## config.mk

```make
export PLATFORM = sky130hd
export DESIGN_NAME = vjtag_dr_bridge
export DESIGN_NICKNAME = d
export VERILOG_FILES = /design/src/rtl/vjtag_dr_bridge.sv
export SDC_FILE = /design/constraint.sdc
export NUM_CORES = 1
export LEC_CHECK = 0
export ABC_AREA = 1
export CAP_MARGIN = 20
export CORE_AREA = 2 2 92 94
export CTS_CLUSTER_SIZE = 8
export DETAILED_ROUTE_END_ITERATION = 8
export DIE_AREA = 0 0 94 96
export HOLD_SLACK_MARGIN = 0.03
export PLACE_DENSITY_LB_ADDON = 0.3
export SYNTH_ARGS = -nofsm -noshare
export SYNTH_HDL_FRONTEND = slang
export SYNTH_SLANG_ARGS = --single-unit
export TNS_END_PERCENT = 50
```

## constraint.sdc

```tcl
create_clock -name tck -period 1.71 [get_ports tck]
set_clock_uncertainty 0.05 [all_clocks]
set_input_delay 0.2565 -clock tck [delete_from_list [all_inputs] [get_ports tck]]
set_output_delay 0.2565 -clock tck [all_outputs]
set_load 0.01 [all_outputs]
```

## src/rtl/vjtag_dr_bridge.sv

```systemverilog
// User-side data registers of a virtual JTAG instance, bridging DR scans onto a
// single-port pixel memory with an auto-incrementing address and read prefetch.
module vjtag_dr_bridge #(
    parameter int ADDR_W = 16,
    parameter int DATA_W = 8
) (
    input  logic              tck,
    input  logic              rst_n,
    input  logic              tdi,
    output logic              tdo,
    input  logic [1:0]        ir_in,
    output logic [1:0]        ir_out,
    input  logic              virtual_state_cdr,
    input  logic              virtual_state_sdr,
    input  logic              virtual_state_e1dr,
    input  logic              virtual_state_pdr,
    input  logic              virtual_state_e2dr,
    input  logic              virtual_state_udr,
    input  logic              virtual_state_cir,
    input  logic              virtual_state_uir,
    output logic [ADDR_W-1:0] mem_addr,
    output logic [DATA_W-1:0] mem_wdata,
    output logic              mem_we,
    output logic              mem_re,
    input  logic [DATA_W-1:0] mem_rdata
);

    localparam logic [1:0] IR_BYPASS = 2'b00;
    localparam logic [1:0] IR_ADDR   = 2'b01;
    localparam logic [1:0] IR_WDATA  = 2'b10;
    localparam logic [1:0] IR_RDATA  = 2'b11;

    typedef enum logic [1:0] {
        S_IDLE  = 2'd0,
        S_ISSUE = 2'd1,
        S_WAIT  = 2'd2
    } state_t;

    state_t              r_state;
    state_t              w_state_next;
    logic                r_bypass;
    logic [ADDR_W-1:0]   r_sr_addr;
    logic [DATA_W-1:0]   r_sr_wdata;
    logic [DATA_W-1:0]   r_sr_rdata;
    logic [ADDR_W-1:0]   r_addr_reg;
    logic [DATA_W-1:0]   r_read_buf;
    logic                r_rd_valid;
    logic                r_wrap_flag;
    logic [ADDR_W-1:0]   r_mem_addr;
    logic [DATA_W-1:0]   r_mem_wdata;
    logic                r_mem_we;
    logic                r_mem_re;

    logic                w_udr_eff;
    logic                w_trigger;
    logic                w_issue;
    logic                w_capture;
    logic [ADDR_W-1:0]   w_addr_inc;
    logic                w_unused;

    assign w_unused   = ^{virtual_state_e1dr, virtual_state_pdr, virtual_state_e2dr, virtual_state_cir};
    assign w_udr_eff  = virtual_state_udr & ~virtual_state_cdr & ~virtual_state_sdr;
    assign w_trigger  = (ir_in != IR_BYPASS) & (w_udr_eff | virtual_state_uir);
    assign w_addr_inc = r_addr_reg + 1'b1;

    assign mem_addr  = r_mem_addr;
    assign mem_wdata = r_mem_wdata;
    assign mem_we    = r_mem_we;
    assign mem_re    = r_mem_re;
    assign ir_out    = {r_wrap_flag, r_rd_valid};

    always_comb begin
        tdo = 1'b0;
        case (ir_in)
            IR_BYPASS: tdo = r_bypass;
            IR_ADDR:   tdo = r_sr_addr[0];
            IR_WDATA:  tdo = r_sr_wdata[0];
            default:   tdo = r_sr_rdata[0];
        endcase
    end

    // A new trigger always wins, so a pending read is dropped before it can
    // collide with the write strobe of the same update.
    always_comb begin
        w_state_next = r_state;
        w_issue      = 1'b0;
        w_capture    = 1'b0;
        if (w_trigger) begin
            w_state_next = S_ISSUE;
        end else begin
            case (r_state)
                S_ISSUE: begin
                    w_issue      = 1'b1;
                    w_state_next = S_WAIT;
                end
                S_WAIT: begin
                    if (!r_mem_re) begin
                        w_capture    = 1'b1;
                        w_state_next = S_IDLE;
                    end
                end
                default: w_state_next = r_state;
            endcase
        end
    end

    always_ff @(posedge tck) begin
        if (!rst_n) begin
            r_state <= S_IDLE;
        end else begin
            r_state <= w_state_next;
        end
    end

    always_ff @(posedge tck) begin
        if (!rst_n) begin
            r_bypass    <= 1'b0;
            r_sr_addr   <= '0;
            r_sr_wdata  <= '0;
            r_sr_rdata  <= '0;
            r_addr_reg  <= '0;
            r_read_buf  <= '0;
            r_rd_valid  <= 1'b0;
            r_wrap_flag <= 1'b0;
            r_mem_addr  <= '0;
            r_mem_wdata <= '0;
            r_mem_we    <= 1'b0;
            r_mem_re    <= 1'b0;
        end else begin
            r_mem_we <= 1'b0;
            r_mem_re <= 1'b0;
            if (virtual_state_cdr) begin
                case (ir_in)
                    IR_BYPASS: r_bypass   <= 1'b0;
                    IR_ADDR:   r_sr_addr  <= r_addr_reg;
                    IR_WDATA:  r_sr_wdata <= '0;
                    default:   r_sr_rdata <= r_read_buf;
                endcase
            end else if (virtual_state_sdr) begin
                case (ir_in)
                    IR_BYPASS: r_bypass   <= tdi;
                    IR_ADDR:   r_sr_addr  <= {tdi, r_sr_addr[ADDR_W-1:1]};
                    IR_WDATA:  r_sr_wdata <= {tdi, r_sr_wdata[DATA_W-1:1]};
                    default:   r_sr_rdata <= {tdi, r_sr_rdata[DATA_W-1:1]};
                endcase
            end else if (virtual_state_udr) begin
                case (ir_in)
                    IR_ADDR: begin
                        r_addr_reg  <= r_sr_addr;
                        r_wrap_flag <= 1'b0;
                    end
                    IR_WDATA: begin
                        r_mem_we    <= 1'b1;
                        r_mem_addr  <= r_addr_reg;
                        r_mem_wdata <= r_sr_wdata;
                        r_addr_reg  <= w_addr_inc;
                        if (&r_addr_reg) begin
                            r_wrap_flag <= 1'b1;
                        end
                    end
                    IR_RDATA: begin
                        r_addr_reg <= w_addr_inc;
                        if (&r_addr_reg) begin
                            r_wrap_flag <= 1'b1;
                        end
                    end
                    default: r_addr_reg <= r_addr_reg;
                endcase
            end

            if (w_trigger) begin
                r_rd_valid <= 1'b0;
            end
            if (w_issue) begin
                r_mem_re   <= 1'b1;
                r_mem_addr <= r_addr_reg;
            end
            // Memory returns data the cycle after the strobe drops.
            if (w_capture) begin
                r_read_buf <= mem_rdata;
                r_rd_valid <= 1'b1;
            end
        end
    end

endmodule
```

# == Word level (Yosys, flattened, before mapping) ==
# Cells that the tools add are included.
# classes
add_sub_neg,1
n_mul,0
div_mod_pow,0
order_cmp,0
eq_ne,12
shifts,0
mux,37
bitwise,8
n_reduce_logical,24
# ops
cell,n
16-bit two-way mux,9
8-bit two-way mux,8
16-bit one-hot mux with 2 select lines,1
16-bit by 1-bit adder with 16-bit output (second input constant),1
16-bit AND reduction,1
1-bit two-way mux,15
2-bit nonzero test,7
4-bit AND reduction,3
2-bit AND reduction,5
2-bit == test (second input constant),3
2-bit by 1-bit inequality test with 1-bit output (second input constant),3
2-bit inequality test (second input constant),3
5-bit AND reduction,1
2-bit by 1-bit == test with 1-bit output (second input constant),2
1-bit NOT,4
2-bit one-hot mux with 2 select lines,1
2-bit OR reduction,2
4-bit OR reduction,1
1-bit AND,3
3-bit inequality test (second input constant),1
1-bit one-hot mux with 3 select lines,1
3-bit AND reduction,1
3-bit nonzero test,1
3-bit OR reduction,1
4 further kinds,4
# word_totals
regBits,87
latch_bits,0
mem_bits_rw,0
mem_bits_ro,0
input_bits,21
elab_cells,96
n_memories,0

# == Longest topological paths before layout ==
# Gate-level depths: netlist (run 1).
# logic_depth
depth_word,8
ltp_mapped,11

# == Least setup slack after synthesis (run 1) ==
# OpenSTA, ideal clock, no wires.
# synth_timing
kind,input port to flip-flop
startpoint,input virtual_state_cdr
endpoint,register r_mem_addr[13] (netlist: mem_addr[13])
arrival_time_ns,1.214
t_required_ns,1.547
path_slack_ns,0.333
cell_stages,10
path_buffers,2
path_cell_list,buf_6 -> nor2_8 -> nand2_4 -> nor2_8 -> inv_4 -> nand2_8 -> inv_4 -> buf_6 -> nor2_1 -> nor2_1
# synth_via
elab_chain_len,8
word_cells_on_any_way,12
cone_classes,eq/ne (2); mux (2); bitwise (5); reduce/logical (3)
# synth_lines
item,line,text
from (decl),13,"input logic virtual_state_cdr,"
1-bit NOT (no line),-,
1-bit AND (2 in series),62,assign w_udr_eff = virtual_state_udr & ~virtual_state_cdr & ~virtual_state_sdr;
1-bit bitwise OR,63,assign w_trigger = (ir_in != IR_BYPASS) & (w_udr_eff | virtual_state_uir);
1-bit AND,63,
1-bit two-way mux,88,if (w_trigger) begin
2-bit by 1-bit inequality test with 1-bit output (no line) or 2-bit nonzero test (tied branches),-,
4-bit AND reduction (no line),-,
to (signal assigned),154,r_mem_addr <= r_addr_reg;
to (signal assigned),176,r_mem_addr <= r_addr_reg;
to (decl),49,logic [ADDR_W-1:0] r_mem_addr;
# Parallel ways exist; a longest one is shown, timed or not.
# A chain may end at the register's enable or synchronous reset.

# == Final worst setup path (run 1) ==
# layout_timing
startpoint,register r_mem_re (netlist: mem_re)
endpoint,output mem_re
# layout_rtl
item,line,text
from (decl),52,logic r_mem_re;
from (signal assigned),128,r_mem_re <= 1'b0;
from (signal assigned),131,r_mem_re <= 1'b0;
from (signal assigned),175,r_mem_re <= 1'b1;
to (decl),24,"output logic mem_re,"
# No word-level cell between the ends.

==> impl_metrics.csv, run 1 <==
group,metric,value,unit
setup_path,cp_data_required_time,1.40,ns
global_routing,grt_overflow_total,0,
power_and_ir_drop,swShare,26.9,%
power_and_ir_drop,p_seq_share,52.3,%
clock_network,clockBufferDepth,2,
detailed_routing,drt_iter0_markers,226,
hold_path,hold_path_startpoint,"r_read_buf[2]$_SDFFE_PN0P_",
sta,fin_crit,1.63,ns
synthesis,ys_warn_count,0,
clock_network,h-tree-depth,3,
sta,relSlewSlack,78.5,%
final_layout,fin_util,59.9,%
setup_path,arrival,1.32,ns
detailed_routing,dr.pass1.iters,5,
setup_path,crit_path_max_fanout,3,
power_and_ir_drop,power,4.13,mW
synthesis,yosys.area_share.simple,29.6,%
final_layout,antenna_cells,0,
outcome,outcome,"completed",
setup_path,crit_type,"flop to output pin",
clock_network,clkTransAtPathRegs,0.09,ns
global_routing,grt_pass1_wl,16200,um
synthesis,seq_area_frac_synth,44.9,%
power_and_ir_drop,p_int,3.02,mW
synthesis,synth_top_family_by_area,"simple AND/OR/NAND/NOR gates",
clock_network,tritoncts,"built",
floorplanning,core,0.00805,mm2
clock_network,cts_root_buf,"clkbuf_8",
setup_path,critical_path.endpoint,"mem_re",
final_layout,area_growth,24.5,%
sta,period_share,95.2,%
sta,setup_viol,0,
synthesis,post-synth-top-area-fraction,44.9,%
final_layout,nets,632,
global_routing,grt_max_degree,54,
power_and_ir_drop,power_density,857,mW/mm2
setup_path,rr_endpoint,"r_addr_reg[12]$_SDFFE_PN0P_",
detailed_routing,wl_per_cell,13.2,um
floorplanning,ios,50,
global_routing,antenna_found_initial,0,
synthesis,synth_edf_count,0,
clock_network,cts-hold-fix-buffers,0,
synthesis,netlist_area,0.00388,mm2
clock_network,cts_buffers,9,
setup_path,r2r_slack,0.16,ns
detailed_routing,vias,3821,
setup_path,crit_buf_inv,1,
detailed_routing,drc,0,
synthesis,avgSynthCellArea,7.10,um2
setup_path,crit_path_end_kind,"output pin",
place,gp_congestion,0.896,
setup_path,critPathTopFamily,"buffers and inverters",
setup_path,reg2reg_depth,6,
clock_network,cts_sinks,87,
synthesis,yosys.cell_types.count,31,
setup_path,path_depth,1,
sta,rsz0062_at_grt,"false",
synthesis,synth_flop_cell,"dfxtp_1",
synthesis,synth_xor_area_share,0,%
power_and_ir_drop,ir_worst_vdd,529,uV
setup_path,r2r_start,"r_addr_reg[1]$_SDFFE_PN0P_",
synthesis,ys_ff_latch,87,
detailed_routing,detail-route-antenna-nets,0,
place,port_buffers,45,
sta,final_max_slew_viol_count,0,
global_routing,grt_util_all_layers,22.8,%
synthesis,synth-compound-area-share,18.2,%
sta,worst_slew_pin_slew,0.323,ns
synthesis,synth_commonest_cells,"nand2_1 (135), nor2_1 (88), dfxtp_1 (87)",
clock_network,postCtsSetupBuffers,0,
floorplanning,die_h,96,um
synthesis,syn_nets,568,
global_routing,grt_pass1_vias,3644,
power_and_ir_drop,p_clk_share,35.8,%
power_and_ir_drop,p_leak,1.93,nW
setup_path,critPathMaxStageDelay,0.57,ns
synthesis,synth_top_area_cell,"dfxtp_1",
detailed_routing,wl,9530,um
power_and_ir_drop,p_switching,1.11,mW
setup_path,startpoint,"mem_re$_SDFF_PN0_",
floorplanning,dieWidth,94,um
sta,fmax,614,MHz
place,dp_hpwl,6620,um
detailed_routing,viasPerCell,5.31,
synthesis,synthArstFlopShare,0,%
floorplanning,num_rows,33,
floorplanning,die-area,0.00902,mm2
final_layout,drive_gt1_share,11.5,%
floorplanning,start_util,48.2,%
synthesis,syn_inst,546,
synthesis,ys_top_cells_by_area,"dfxtp_1 (45%), nand2_1 (13%), nor2_1 (8.5%), o21ai_0 (6.8%), nand3_1 (4.0%)",
sta,hold_viol,0,
synthesis,synth_mux_area_share,0,%
setup_path,slowest_stage,"clkdlybuf4s50_1",
hold_path,hp-class,"flop to flop",
power_and_ir_drop,power_frac_comb,11.9,%
clock_network,clkLatencyLatePin,0.36,ns
setup_path,crit_path_start_kind,"flop",
synthesis,yosysMostFrequentCell,"nand2_1",
setup_path,crit_chain,"clkdlybuf4s50_1",
synthesis,post_synth_fa_ha_maj_area_fraction,0.323,%
job,cap_violations,0,
==> worst min-delay path: cells and delay by family, from the launching register on <==
family / cells / cell delay [ns]
simple gates: 1 / 0.06
flops: 1 / 0.32
compound gates: 1 / 0.05
==> layer usage <==
layer  track usage (%)  part of all wire, %  up-vias
met5                 0                    0        -
met4              13.0                  3.5        0
met3              3.21                  4.4       20
met2              40.3                   48      109
met1              26.3                   44     1755
li1                  -                    -     1937
==> cells in the final DEF, fill, tap and decap left out, types with 2 or more instances in the layout <==
cell type        synthesis  routed
nand2_1                135     135
nor2_1                  88      88
dfxtp_1                 87      86
o21ai_0                 53      53
clkdlybuf4s50_1          0      42
buf_4                    2      34
nand3_1                 31      31
a21oi_1                 30      30
inv_1                   25      25
a31oi_1                 24      24
o21ai_1                 11      11
clkbuf_8                 0       9
inv_2                    4       4
nand4_1                  4       4
o211ai_1                 4       4
inv_6                    0       4
buf_12                   0       3
nor2_8                   2       2
nand2_4                  2       2
inv_4                    2       2
nor2_2                   2       2
nand2_2                  2       2
nor3_1                   2       2
clkinv_2                 0       2
dlygate4sd2_1            0       2
==> cell families after synthesis <==
logic type                 count (synthesis)
AOI/OAI and AO/OA                        128
and+or+nand+nor                          270
DFF                                       87
buffers and inverters                     60
adders and majority gates                  1
==> how the worst min path moves through the flow <==
| stage | to | slack, ns | cells past startpoint |
|---|---|---|---|
| final | r_read_buf[2]$_SDFFE_PN0P_ | 0.42 | 2 |
| after global routing | r_read_buf[6]$_SDFFE_PN0P_ | 0.44 | 3 |
| after CTS | r_read_buf[5]$_SDFFE_PN0P_ | 0.41 | 3 |
| after detailed placement | r_read_buf[4]$_SDFFE_PN0P_ | 0.40 | 2 |
| after global placement | r_read_buf[4]$_SDFFE_PN0P_ | 0.40 | 2 |
| after floorplan | r_read_buf[7]$_SDFFE_PN0P_ | 0.37 | 2 |
==> final cells by class <==
cell class / count / area, um2
clock buffer: 9 / 124
clock inverter: 7 / 75.1
fill: 759 / 3230
inverter: 31 / 121
multi-input combinational: 399 / 1870
sequential: 87 / 1740
tap: 105 / 131
timing repair buffer: 82 / 766
==> through the flow <==
| step | instance area (um2) | hold WS, ns | worst slack (ns) | std cells | TNS [ns] |
|---|---|---|---|---|---|
| 5_1_grt | 4830 | 0.437 | 0.0459 | 720 | 0 |
| 3_5_place_dp | 4630 | 0.404 | -0.308 | 704 | -12.64 |
| 3_3_place_gp | 4630 | 0.400 | -0.251 | 704 | -9.29 |
| 4_1_cts | 4820 | 0.405 | 0.00274 | 720 | 0 |
| 2_1_floorplan | 3880 | 0.371 | 0.333 | 546 | 0 |
| 6_report | 4830 | 0.417 | 0.0825 | 720 | 0 |
==> power groups by stage <==
stage                     clock network (mW)  registers (mW)  logic [mW]
after floorplan                            0            2.21       0.260
after global placement                     0            2.21       0.483
after detailed placement                   0            2.21       0.493
after CTS                               1.50            2.16       0.494
after global routing                    1.59            2.17       0.545
final                                   1.48            2.16       0.492
==> repair_timing <==
action | 4_1_cts | 5_1_grt
gates resized for setup | 2 | 2
pin swaps | 0 | 1
endpoints found under the setup margin | 1 | 4
No activity file was read; power rests on OpenSTA's default activity.
==> inputs of run 2 (changes only) <==
CTS_CLUSTER_SIZE = 10   (was 8)
==> results of run 2 <==
Final layout, timing and power as in run 1 (identical DEF).
==> inputs of run 3 (changes only) <==
ABC_AREA = not set   (was 1)
CORE_AREA = 2 2 118 74   (was 2 2 92 94)
DIE_AREA = 0 0 120 76   (was 0 0 94 96)
RECOVER_POWER = 25   (was not set)
==> run 3 against run 2 <==
Against the previous run:
- sequential power is 2% lower
- design area rose by 8.0%
- via count down 1.9%
- global-route usage increased by 1.8 points
- register-to-register slack lost 0.08 ns
- flip-flop and latch count did not move
- first-iteration DRC count grew 14%
- non-clock buffer count is 19 higher
- critical path type is now primary input to flop
- critical endpoint is now r_addr_reg[5]$_SDFFE_PN0P_
==> impl_metrics.csv, run 3 <==
group,metric,value,unit
setup_path,crit_path_end_kind,"flop",
synthesis,synthArstFlopShare,0,%
clock_network,clockBufferDepth,2,
global_routing,grt_overflow_total,0,
detailed_routing,detail-route-antenna-nets,0,
synthesis,synth_commonest_cells,"dfxtp_1 (87), nand2_1 (69), a21oi_1 (43)",
synthesis,yosysMostFrequentCell,"dfxtp_1",
synthesis,post-synth-top-area-fraction,44.3,%
clock_network,cts_sinks,87,
global_routing,antenna_found_initial,0,
final_layout,area_growth,32.7,%
setup_path,arrival,1.86,ns
global_routing,grt_max_degree,34,
floorplanning,num_rows,26,
power_and_ir_drop,ir_worst_vdd,562,uV
global_routing,met2_usage,37.4,%
sta,hold_viol,0,
detailed_routing,drt_iter0_markers,258,
setup_path,crit_path_start_kind,"primary input",
global_routing,grt_util_all_layers,24.5,%
detailed_routing,dr.pass1.iters,5,
setup_path,crit_chain,"clkdlybuf4s50_1 > buf_4 > nor3b_4 > buf_4 > a31oi_1 > buf_4 > o211ai_1 > o21ai_0",
setup_path,critPathMaxStageDelay,0.48,ns
global_routing,grt_use_met3,6.59,%
place,gp_congestion,0.897,
global_routing,use_met1,34.2,%
final_layout,multi_input_area,0.00204,mm2
setup_path,crit_path_max_fanout,7,
global_routing,grt_pass1_wl,18100,um
setup_path,crit_buf_inv,4,
outcome,outcome,"completed",
sta,whs,0.404,ns
final_layout,mostFrequentLayoutCell,"dfxtp_1",
synthesis,synth_edf_count,0,
floorplanning,core,0.00817,mm2
global_routing,grt_busiest_layer,"met2",
synthesis,synth_flop_cell,"dfxtp_1",
sta,worst_slew_pin_slew,0.500,ns
synthesis,syn_nets,481,
detailed_routing,wl,10900,um
final_layout,fill_cells,653,
floorplanning,dieWidth,120,um
synthesis,seq_area_frac_synth,44.3,%
clock_network,clkTransAtPathRegs,0.06,ns
floorplanning,start_util,48.1,%
sta,period_share,99.7,%
place,dpl_worst_slack,-0.380,ns
synthesis,yosys.cell_types.count,47,
clock_network,cts_buffers,9,
final_layout,drive_gt1_share,16.7,%
floorplanning,die-area,0.00912,mm2
final_layout,regArea,0.00174,mm2
setup_path,cp_data_required_time,1.86,ns
synthesis,ys_warn_count,0,
setup_path,r2r_slack,0.08,ns
detailed_routing,wl_per_cell,16.8,um
power_and_ir_drop,power_density,931,mW/mm2
final_layout,nets,558,
setup_path,slowest_stage,"clkdlybuf4s50_1",
setup_path,critPathTopFamily,"buffers and inverters",
floorplanning,die_h,76,um
synthesis,netlist_area,0.00393,mm2
clock_network,postCtsSetupBuffers,0,
setup_path,crit_top_cell,"buf_4",
sta,setup_viol,0,
hold_path,hp-class,"flop to flop",
setup_path,crit_type,"primary input to flop",
synthesis,synth_top_area_cell,"dfxtp_1",
clock_network,clkLatencyLatePin,0.34,ns
sta,final_max_slew_viol_count,0,
clock_network,tritoncts,"built",
synthesis,syn_inst,459,
final_layout,mostFrequentLayoutCells,"dfxtp_1 (86), nand2_1 (69), buf_4 (51), a21oi_1 (43), clkdlybuf4s50_1 (42)",
synthesis,ys_ff_latch,87,
place,dp_hpwl,7280,um
clock_network,h-tree-depth,3,
detailed_routing,vias,3750,
sta,fmax,587,MHz
detailed_routing,drc,0,
sta,fin_crit,1.70,ns
final_layout,antenna_cells,0,
clock_network,cts_root_buf,"clkbuf_16",
place,port_buffers,45,
sta,relSlewSlack,66.7,%
floorplanning,ios,50,
global_routing,grt_pass1_vias,3630,
job,cap_violations,0,
power_and_ir_drop,p_leak,1.93,nW
detailed_routing,viasPerCell,5.75,
synthesis,avgSynthCellArea,8.56,um2
synthesis,ys_top_cells_by_area,"dfxtp_1 (44%), mux2i_1 (10%), nand2_1 (6.6%), a21oi_1 (5.5%), a211oi_1 (4.6%)",
clock_network,cts-hold-fix-buffers,0,
sta,fin_ws,0.00502,ns
[run 3: changes by cell type after synthesis, sizes merged, moves of 6 or more]
cell	before	now
inv	31	6
o22ai	0	6
a211oi	1	24
o21ai	65	24
nor2	93	40
a31oi	24	5
a21oi	30	43
nand3b	0	7
nand3	31	17
nand2	140	69
nor3	2	8
mux2i	0	40
[run 3: metal layers]
metal  part of all wire, %  wire length [um]
met1                    47              5130
met2                    46              5060
met3                   5.6               614
met4                   1.1               115
met5                     0                 0
[run 3: cells by family after synthesis]
group / Yosys count / synth area share [%]
flip-flops: 87 / 44.3
AND/OR/NAND/NOR: 174 / 21.6
AO/OA/AOI/OAI: 115 / 18.2
adder cells (fa/ha/maj): 1 / 0.319
buffers and inverters: 41 / 4.78
multiplexers: 41 / 10.8
[run 3: metrics by stage]
step	setup TNS (ns)	instances	utilization (%)	power (mW)	cell area (um2)
after global placement	-21.27	636	58.8	2.56	4800
after CTS	0	651	63.1	4.84	5150
final	0	652	63.8	4.85	5210
after detailed placement	-22.66	636	58.8	2.58	4800
after floorplan	0	459	-	2.40	3930
after global routing	-0.0991	652	63.8	5.00	5210
[run 3: layout make-up]
class                           count  share of cell area, %
Tap cell                          112                   2.69
Timing Repair Buffer              101                   17.7
Multi-Input combinational cell    331                   39.1
Clock inverter                      3                   1.73
Sequential cell                    87                   33.5
Inverter                            6                  0.432
Clock buffer                       12                   4.92
[run 3: worst paths after layout]
| kind | startpoint | endpoint | depth (start not counted) |
|---|---|---|---|
| setup / recovery | virtual_state_sdr | r_addr_reg[5]$_SDFFE_PN0P_ | 8 |
| hold / removal | r_read_buf[6]$_SDFFE_PN0P_ | r_read_buf[6]$_SDFFE_PN0P_ | 2 |
| setup reg to reg | r_addr_reg[7]$_SDFFE_PN0P_ | r_addr_reg[15]$_SDFFE_PN0P_ | 4 |
| hold reg to reg | r_read_buf[6]$_SDFFE_PN0P_ | r_read_buf[6]$_SDFFE_PN0P_ | 2 |
[run 3: what timing repair did]
action | in CTS | in global routing
cloned | 0 | 1
pin swaps | 0 | 1
gates resized for setup | 4 | 12
endpoints found under the setup margin | 6 | 28
[run 3: worst register-to-register path: cells and delay by family, from the launching register on]
| kind | cells | cell delay, ns |
|---|---|---|
| and+or+nand+nor | 2 | 0.63 |
| AOI/OAI and AO/OA | 2 | 0.39 |
| DFF | 1 | 0.45 |
[run 3: power by group]
part,internal [mW],switching [mW]
registers,2.08,0.0405
clock network,1.50,0.787
logic,0.205,0.243
